<file path="src/rtl/neopixel_pkg.sv">
// Shared types and 50 MHz timing defaults for the NeoPixel receive path.
package neopixel_pkg;

    typedef enum logic [1:0] {
        S_LOW,
        S_HIGH,
        S_STUCK
    } state_t;

    typedef struct packed {
        logic [7:0] g;
        logic [7:0] r;
        logic [7:0] b;
    } pixel_t;

    localparam int T0H    = 18;
    localparam int T1H    = 35;
    localparam int TBIT   = 62;
    localparam int TRESET = 2500;

endpackage

</file>
<file path="src/rtl/neopixel_decoder_sync_edge.sv">
// Two-flop synchronizer for the serial line plus one delay flop for edge detection.
module sync_edge (
    input  logic clock,
    input  logic reset,
    input  logic din,
    output logic din_s,
    output logic rise,
    output logic fall
);

    logic meta;
    logic sync;
    logic dly;

    always_ff @(posedge clock or posedge reset) begin
        if (reset) begin
            meta <= 1'b0;
            sync <= 1'b0;
            dly  <= 1'b0;
        end else begin
            meta <= din;
            sync <= meta;
            dly  <= sync;
        end
    end

    assign din_s = sync;
    assign rise  = sync & ~dly;
    assign fall  = ~sync & dly;

endmodule

</file>
<file path="src/rtl/neopixel_decoder.sv">
// WS2812 receive decoder: classifies high pulses by width, assembles 24-bit GRB
// words, and flags frame latches and protocol errors.
module neopixel_decoder
    import neopixel_pkg::*;
#(
    parameter int BIT_THRESH   = 26,
    parameter int MAX_HIGH     = 50,
    parameter int RESET_CYCLES = 2500,
    parameter int IDX_W        = 8
) (
    input  logic             clock,
    input  logic             reset,
    input  logic             din,
    output logic [23:0]      pixel,
    output logic             pixel_valid,
    output logic [IDX_W-1:0] pixel_index,
    output logic             latch,
    output logic             error
);

    localparam int HW = $clog2(MAX_HIGH + 1);
    localparam int LW = $clog2(RESET_CYCLES + 1);

    localparam logic [HW-1:0] TH_H     = HW'(BIT_THRESH);
    localparam logic [HW-1:0] HIGH_MAX = HW'(MAX_HIGH);
    localparam logic [HW-1:0] HIGH_END = HW'(MAX_HIGH - 1);
    localparam logic [LW-1:0] LOW_MAX  = LW'(RESET_CYCLES);

    logic din_s;
    logic rise;
    logic fall;

    sync_edge u_sync (
        .clock (clock),
        .reset (reset),
        .din   (din),
        .din_s (din_s),
        .rise  (rise),
        .fall  (fall)
    );

    state_t           state;
    logic [HW-1:0]    hcnt;
    logic [LW-1:0]    lcnt;
    logic [4:0]       bitcnt;
    logic [22:0]      shreg;
    logic [IDX_W-1:0] fcnt;
    pixel_t           pix_q;

    logic             bit_val;
    logic [23:0]      word_next;
    logic             frame_active;

    assign bit_val      = (hcnt >= TH_H);
    assign word_next    = {shreg, bit_val};
    assign frame_active = (fcnt != '0) || (bitcnt != '0);
    assign pixel        = pix_q;

    always_ff @(posedge clock or posedge reset) begin
        if (reset) begin
            state       <= S_LOW;
            hcnt        <= '0;
            lcnt        <= '0;
            bitcnt      <= '0;
            shreg       <= '0;
            fcnt        <= '0;
            pix_q       <= '0;
            pixel_valid <= 1'b0;
            pixel_index <= '0;
            latch       <= 1'b0;
            error       <= 1'b0;
        end else begin
            pixel_valid <= 1'b0;
            latch       <= 1'b0;
            error       <= 1'b0;

            case (state)
                S_LOW: begin
                    // Latch check looks at the registered count, so it fires once
                    // and then the cleared frame keeps it quiet for the rest of the low.
                    if (lcnt == LOW_MAX && frame_active) begin
                        latch  <= 1'b1;
                        error  <= (bitcnt != '0);
                        bitcnt <= '0;
                        fcnt   <= '0;
                    end
                    if (rise) begin
                        hcnt  <= HW'(1);
                        state <= S_HIGH;
                    end else if (lcnt != LOW_MAX) begin
                        lcnt <= lcnt + 1'b1;
                    end
                end

                S_HIGH: begin
                    if (fall) begin
                        shreg <= word_next[22:0];
                        lcnt  <= LW'(1);
                        state <= S_LOW;
                        if (bitcnt == 5'd23) begin
                            pix_q       <= pixel_t'(word_next);
                            pixel_valid <= 1'b1;
                            pixel_index <= fcnt;
                            if (fcnt != '1) begin
                                fcnt <= fcnt + 1'b1;
                            end
                            bitcnt <= '0;
                        end else begin
                            bitcnt <= bitcnt + 5'd1;
                        end
                    end else if (hcnt == HIGH_END) begin
                        error  <= 1'b1;
                        bitcnt <= '0;
                        hcnt   <= HIGH_MAX;
                        state  <= S_STUCK;
                    end else begin
                        hcnt <= hcnt + 1'b1;
                    end
                end

                S_STUCK: begin
                    if (!din_s) begin
                        lcnt  <= LW'(1);
                        state <= S_LOW;
                    end
                end

                default: state <= S_LOW;
            endcase
        end
    end

endmodule

</file>
<file path="config.mk">
export PLATFORM = sky130hd
export DESIGN_NAME = neopixel_decoder
export DESIGN_NICKNAME = d
export VERILOG_FILES = /design/src/rtl/neopixel_pkg.sv /design/src/rtl/neopixel_decoder_sync_edge.sv /design/src/rtl/neopixel_decoder.sv
export SDC_FILE = /design/constraint.sdc
export NUM_CORES = 1
export LEC_CHECK = 0
export BUFFER_PORTS_ARGS = -buffer_cell sky130_fd_sc_hd__buf_4
export CAP_MARGIN = 20
export CELL_PAD_IN_SITES_DETAIL_PLACEMENT = 1
export CELL_PAD_IN_SITES_GLOBAL_PLACEMENT = 1
export CORE_ASPECT_RATIO = 1.5
export CORE_MARGIN = 10
export CORE_UTILIZATION = 50
export CTS_BUF_LIST = sky130_fd_sc_hd__clkbuf_2
export CTS_CLUSTER_DIAMETER = 40
export CTS_CLUSTER_SIZE = 12
export DETAILED_ROUTE_END_ITERATION = 6
export PLACE_DENSITY = 0.91
export SLEW_MARGIN = 20
export SYNTH_ARGS = -nofsm -noshare
export SYNTH_HDL_FRONTEND = slang
export SYNTH_SLANG_ARGS = --single-unit
</file>
<file path="constraint.sdc">
create_clock -name clock -period 3.2 [get_ports clock]
set_clock_uncertainty 0.05 [all_clocks]
set_input_delay 0.16 -clock clock [delete_from_list [all_inputs] [get_ports clock]]
set_output_delay 0.16 -clock clock [all_outputs]
set_load 0.05 [all_outputs]
</file>
==> results.cfg, run 1 <==
[power]
p_seq_share_pct = 51.3
p_sw_share_pct = 35.29
clockPowerShare_pct = 23.7
switching_power_uw = 896.2
power_frac_comb_pct = 25.0
powerDensity_mw_per_mm2 = 518.7
p_leak_uw = 0.002374
internal_power_uw = 1643
ir_drop_uv = 291.7

[detailed_routing]
dr_total_vias = 3115
viasPerCell = 5.979
drc = 0
drtIter0Drc = 144
wl_um = 10600
dr.pass1.iters = 4
avgRoutedWirePerCell_um = 20.35
detail-route-antenna-nets = 0

[min_path]
hold_class = in -> reg
hold_depth = 2
worstHoldStart = din
hold_path_end = u_sync.meta$_DFF_PP0_

[sta]
final.setup.worst_slack_ns = 0.7625
finalSetupViolCount = 0
final_hold_viol_count = 0
fin_crit_sh_pct = 76.17
final.setup.tns_ns = 0
grt_setup_unrepaired = no
maxSlewHeadroom_pct = 54.03
fin_crit_ns = 2.438
fmax_mhz = 410.3
worst_slew_pin_slew_ns = 0.6865
maxSlewViolCount = 0

[run]
maxCapViolations = 0

[global_routing]
antenna_found_initial = 0
grt_usage_pct = 17.35
grt_overflow = 0
grt_max_degree = 82
grt_pass1_wl_um = 17680
grt_pass1_vias = 3406

[synth]
synth.distinct_cells = 52
ys_seq_area_share_pct = 53.95
syn_avg_cell_area_um2 = 11.82
synth_area_mm2 = 0.004360
ys_ff_latch = 94
syn_inst = 369
synth_fp_nets = 384
ys_warn_count = 0
synth-main-ff-cell = dfrtp_1
synth_edf_count = 0
synthArstFlopShare_pct = 100.0

[worst_setup_path]
ff2ff_path_depth = 7
worstPathMaxFanout = 11
critPathArrivalTime_ns = 2.91
reg2reg_to = lcnt[5]$_DFFE_PP0P_
endpoint_kind = flip-flop
worstPathRequired_ns = 3.67
regToRegSetupSlack_ns = 0.76
r2r_start = state[0]$_DFFE_PP0P_
start_kind = flip-flop
critical_path_class = reg -> reg

[floorplan]
die_h_um = 134.4
start_util_pct = 51.52
rows = 41
coreArea_mm2 = 0.008464
die_area_mm2 = 0.01293
die-width_um = 96.25
top_level_ports = 38

[final_layout]
final_nets = 424
antenna-diode-count = 0
most-common-layout-cells = 94 x dfrtp_1, 54 x mux2_2, 41 x buf_4
drive_gt1_share_pct = 28.50
syn_to_final_growth_pct = 12.28
final_common_cell = dfrtp_1

[clock_network]
cts_made_buffers = 9
cts.path.max_buffers = 2
ctsHoldBuffers = 3
clock-root-buffer = clkbuf_2
clkTransAtPathRegs_ns = 0.25
clock_latency_ns = 0.59
ctsResizeCount = 0
cts_sinks = 94
cts_tree = done
post_cts_buffers = 0
cts.htree.levels = 3

[place]
dp_worst_setup_slack_ns = 0.7944
placement.io_buffers = 37
hpwl_um = 7681
globalplace.congestion = 0.8363

[outcome]
outcome = finished, final reports clean
==> layer usage <==
layer / vias to the layer above / part of all wire (%) / track usage (%)
li1: 1430 / - / -
met1: 1595 / 40 / 19.77
met2: 67 / 53 / 29.74
met3: 23 / 3.8 / 2.458
met4: 0 / 3.3 / 9.622
met5: - / 0 / 0
==> critical path, cell delays in order, from the launching register on <==
cell and delay (ns):
dfrtp_1 0.43, inv_1 0.09, ha_1 0.36, nor2b_1 0.20, o21ai_1 0.14, o2111ai_2 0.28
or2_0 0.45, o41ai_2 0.36
==> sequential cells by signal, summed over array words and instances (netlist names), 2 cells and up <==
register and cells:
bitcnt 5, fcnt 8, hcnt 6, lcnt 12, pixel 24, pixel_index 8
shreg 23, state 2
==> how the worst max path moves through the flow <==
stage	start	endpoint	cells after the start
2_1_floorplan	reset	bitcnt[0]$_DFFE_PP0P_	1
3_3_place_gp	state[1]$_DFFE_PP0P_	bitcnt[2]$_DFFE_PP0P_	6
3_5_place_dp	state[1]$_DFFE_PP0P_	bitcnt[2]$_DFFE_PP0P_	6
4_1_cts	state[0]$_DFFE_PP0P_	lcnt[5]$_DFFE_PP0P_	5
5_1_grt	state[0]$_DFFE_PP0P_	lcnt[5]$_DFFE_PP0P_	5
6_report	state[0]$_DFFE_PP0P_	lcnt[5]$_DFFE_PP0P_	7
==> power by group through the flow <==
stage               Clock, uW  Sequential [uW]  Combinational (uW)
floorplan                   0             1300                 486
global placement            0             1320                 583
detailed placement          0             1320                 630
CTS                       618             1300                 638
global route              662             1320                 720
finish                    601             1300                 636
==> Yosys cell counts, types with 9 or more instances <==
master    n  area, um^2
dfrtp_1  94        2352
mux2_2   54       608.1
o21ai_0  24       120.1
inv_1    16       60.06
nand2_1  16       60.06
nor2_1   16       60.06
nand3_1  14       70.07
buf_2    12       60.06
ha_1     12       150.1
and3_1    9       56.30
o31ai_1   9       67.56
==> kinds of logic after synthesis <==
group / Yosys count / synth area share (%)
and+or+nand+nor: 99 / 13.08
muxes: 55 / 14.17
AOI/OAI and AO/OA: 77 / 12.25
adders and majority gates: 12 / 3.443
DFF: 94 / 53.95
buffers and inverters: 32 / 3.099
==> area by class of cell <==
type                       instances  area (um^2)
tap                              107        133.9
timing repair buffer              45        357.8
fill                             909         3568
clock inverter                     7        72.57
sequential                        94         2352
inverter                          16        61.31
multi-input combinational        243         1873
clock buffer                       9        45.04
==> metrics by stage <==
stage	power (uW)	instance area (um^2)	cells	util, %	hold WS [ns]
after CTS	2559	4896	521	57.84	0.1478
after floorplan	1789	4360	369	-	0.1414
after detailed placement	1954	4748	502	56.10	0.06165
after global placement	1899	4748	502	56.10	0.05005
final	2540	4896	521	57.84	0.1752
after global routing	2699	4896	521	57.84	0.1708
Note: power is estimated with default switching activity, not from simulation.
==> run 2, diff against run 1 <==
- ABC_AREA: unset -> 1
- CORE_UTILIZATION: 50 -> 47
- clock period: 3.2 -> 2.45 ns (I/O delays scaled with it)
==> results.cfg, run 2 <==
[outcome]
outcome = finished, final reports clean

[synth]
synth_common_cells = 151 x nand2_1, 94 x dfrtp_1, 63 x inv_1, 63 x o21ai_0, 33 x nor2_1
synth.distinct_cells = 27
synth_top_area_cell = dfrtp_1
ys_warn_count = 0
synth_area_mm2 = 0.004419
synthArstFlopShare_pct = 100.0
synth-main-ff-cell = dfrtp_1
syn_inst = 526
ys_seq_area_share_pct = 53.23
synth_edf_count = 0
ys_ff_latch = 94
synth_top_area_share_pct = 53.23
yosys-top-cells-area = dfrtp_1 53%, nand2_1 13%, o21ai_0 7.1%, inv_1 5.4%, ha_1 3.4%
synth.most_common_cell = nand2_1
synth_fp_nets = 541
syn_avg_cell_area_um2 = 8.402

[power]
ir_drop_uv = 473.4
power_frac_comb_pct = 28.6
p_seq_share_pct = 48.4
internal_power_uw = 2179
p_sw_share_pct = 39.58
powerDensity_mw_per_mm2 = 727.9
clockPowerShare_pct = 23.0
switching_power_uw = 1427
p_leak_uw = 0.002415

[place]
globalplace.congestion = 0.8166
hpwl_um = 8200
dp_cells = 662
placement.io_buffers = 37

[worst_setup_path]
critical_path_class = reg -> reg
endpoint_kind = flip-flop
critPathArrivalTime_ns = 2.45
worstPathMaxFanout = 17
worstPathRequired_ns = 2.95
start_kind = flip-flop

[global_routing]
grt_usage_pct = 17.14
grt_max_degree = 95
grt_pass1_wl_um = 19360
antenna_found_initial = 0
grt_pass1_vias = 4006
grt_overflow = 0

[final_layout]
largest_reg_flops = 24
antenna-diode-count = 0
final_nets = 578
final_common_cell = nand2_1
drive_gt1_share_pct = 14.08
syn_to_final_growth_pct = 12.09
instances_no_fill = 680
most-common-layout-cells = 151 x nand2_1, 94 x dfrtp_1, 63 x o21ai_0

[clock_network]
cts.path.max_buffers = 2
cts_sinks = 94
clock_latency_ns = 0.61
cts.htree.levels = 3
clkTransAtPathRegs_ns = 0.27
cts_made_buffers = 9
cts_tree = done
clock-root-buffer = clkbuf_2
post_cts_buffers = 0

[floorplan]
die_h_um = 138.8
rows = 43
top_level_ports = 38
die-width_um = 99.18
die_area_mm2 = 0.01376
coreArea_mm2 = 0.009200
start_util_pct = 48.03

[sta]
final_hold_viol_count = 0
fin_crit_ns = 1.942
final.setup.tns_ns = 0
worst_slew_pin_slew_ns = 0.5006
fmax_mhz = 514.8
maxSlewHeadroom_pct = 66.63
fin_crit_sh_pct = 79.28
finalSetupViolCount = 0
grt_setup_unrepaired = no
maxSlewViolCount = 0

[detailed_routing]
detail-route-antenna-nets = 0
dr_total_vias = 3591
drc = 0
avgRoutedWirePerCell_um = 16.71
wl_um = 11360
drtIter0Drc = 158
dr.pass1.iters = 4
viasPerCell = 5.281

[min_path]
hold_class = in -> reg

[run]
maxCapViolations = 0
[run 2: changes by cell type after synthesis, sizes merged, moves of 12 or more]
cell,previous run,this run
inv,16,67
mux2,54,0
nand2,16,160
nand3,14,26
nor2,16,37
o21ai,27,73
[run 2: cell type report]
cell class / count / area, um^2
multi-input combinational: 347 / 1720
fill: 1136 / 4247
clock buffer: 9 / 45.04
timing repair buffer: 44 / 360.3
clock inverter: 7 / 80.08
sequential: 94 / 2352
inverter: 67 / 255.2
tap: 112 / 140.1
[run 2: critical path: stages (launching register included)]
cell and delay (ns):
dfrtp_1 0.47, inv_1 0.10, ha_1 0.19, inv_2 0.07, a21oi_2 0.16, inv_1 0.11, a21oi_2 0.17, nand2_4 0.15
nor2_1 0.26, nand2_1 0.08, nand2_1 0.07
[run 2: worst paths after layout]
| path | from | to | slack [ns] | cells past startpoint |
|---|---|---|---|---|
| worst min register to register | u_sync.meta$_DFF_PP0_ | u_sync.din_s$_DFF_PP0_ | 0.34 | 0 |
| max in group asynchronous | reset | pixel_index[3]$_DFFE_PP0P_ | 1.86 | 4 |
| worst max-delay path | state[0]$_DFFE_PP0P_ | lcnt[1]$_DFFE_PP0P_ | 0.51 | 10 |
| min in group asynchronous | reset | lcnt[6]$_DFFE_PP0P_ | 0.12 | 4 |
| worst min-delay path | din | u_sync.meta$_DFF_PP0_ | 0.11 | 2 |
| worst max register to register | state[0]$_DFFE_PP0P_ | lcnt[1]$_DFFE_PP0P_ | 0.51 | 10 |
[run 2: metrics by stage]
| stage | util [%] | setup WS [ns] | area [um^2] | hold WS [ns] | total power, uW |
|---|---|---|---|---|---|
| after floorplan | - | 0.8372 | 4423 | 0.1039 | 2546 |
| after global placement | 52.26 | 0.6440 | 4808 | 0.1830 | 2734 |
| after detailed placement | 52.26 | 0.5554 | 4808 | 0.1836 | 2809 |
| after CTS | 53.84 | 0.4821 | 4954 | 0.06901 | 3649 |
| after global routing | 53.84 | 0.3214 | 4954 | 0.07677 | 3873 |
| final | 53.84 | 0.5076 | 4954 | 0.1126 | 3606 |
[run 2: repair_timing]
action | in CTS | in global routing
gates resized for setup | 0 | 0
hold endpoints to repair | 95 | 0
hold buffers | 2 | 0
[run 2: per-layer routing]
layer | vias up | share of wire (%) | global-route usage, %
met4 | 0 | 2.4 | 7.192
met3 | 24 | 3.0 | 3.591
met2 | 50 | 56 | 31.84
met5 | - | 0 | 0
li1 | 1739 | - | -
met1 | 1778 | 38 | 17.76
[run 2: power by group through the flow]
stage	logic (uW)	clock network, uW	registers, uW
final	1030	831	1740
after global routing	1190	918	1760
after CTS	1050	853	1740
after detailed placement	1040	0	1770
after global placement	978	0	1760
after floorplan	810	0	1740
[run 2: logic make-up (layout without fill, tap and decap cells)]
| family | after synthesis | count (layout) | synth area share [%] |
|---|---|---|---|
| adders and majority gates | 12 | 12 | 3.397 |
| DFF | 94 | 94 | 53.23 |
| and+or+nand+nor | 242 | 242 | 23.90 |
| xor gates and xnor gates | 9 | 9 | 1.784 |
| AOI/OAI and AO/OA | 84 | 84 | 9.853 |
| buffers and inverters | 85 | 127 | 7.842 |
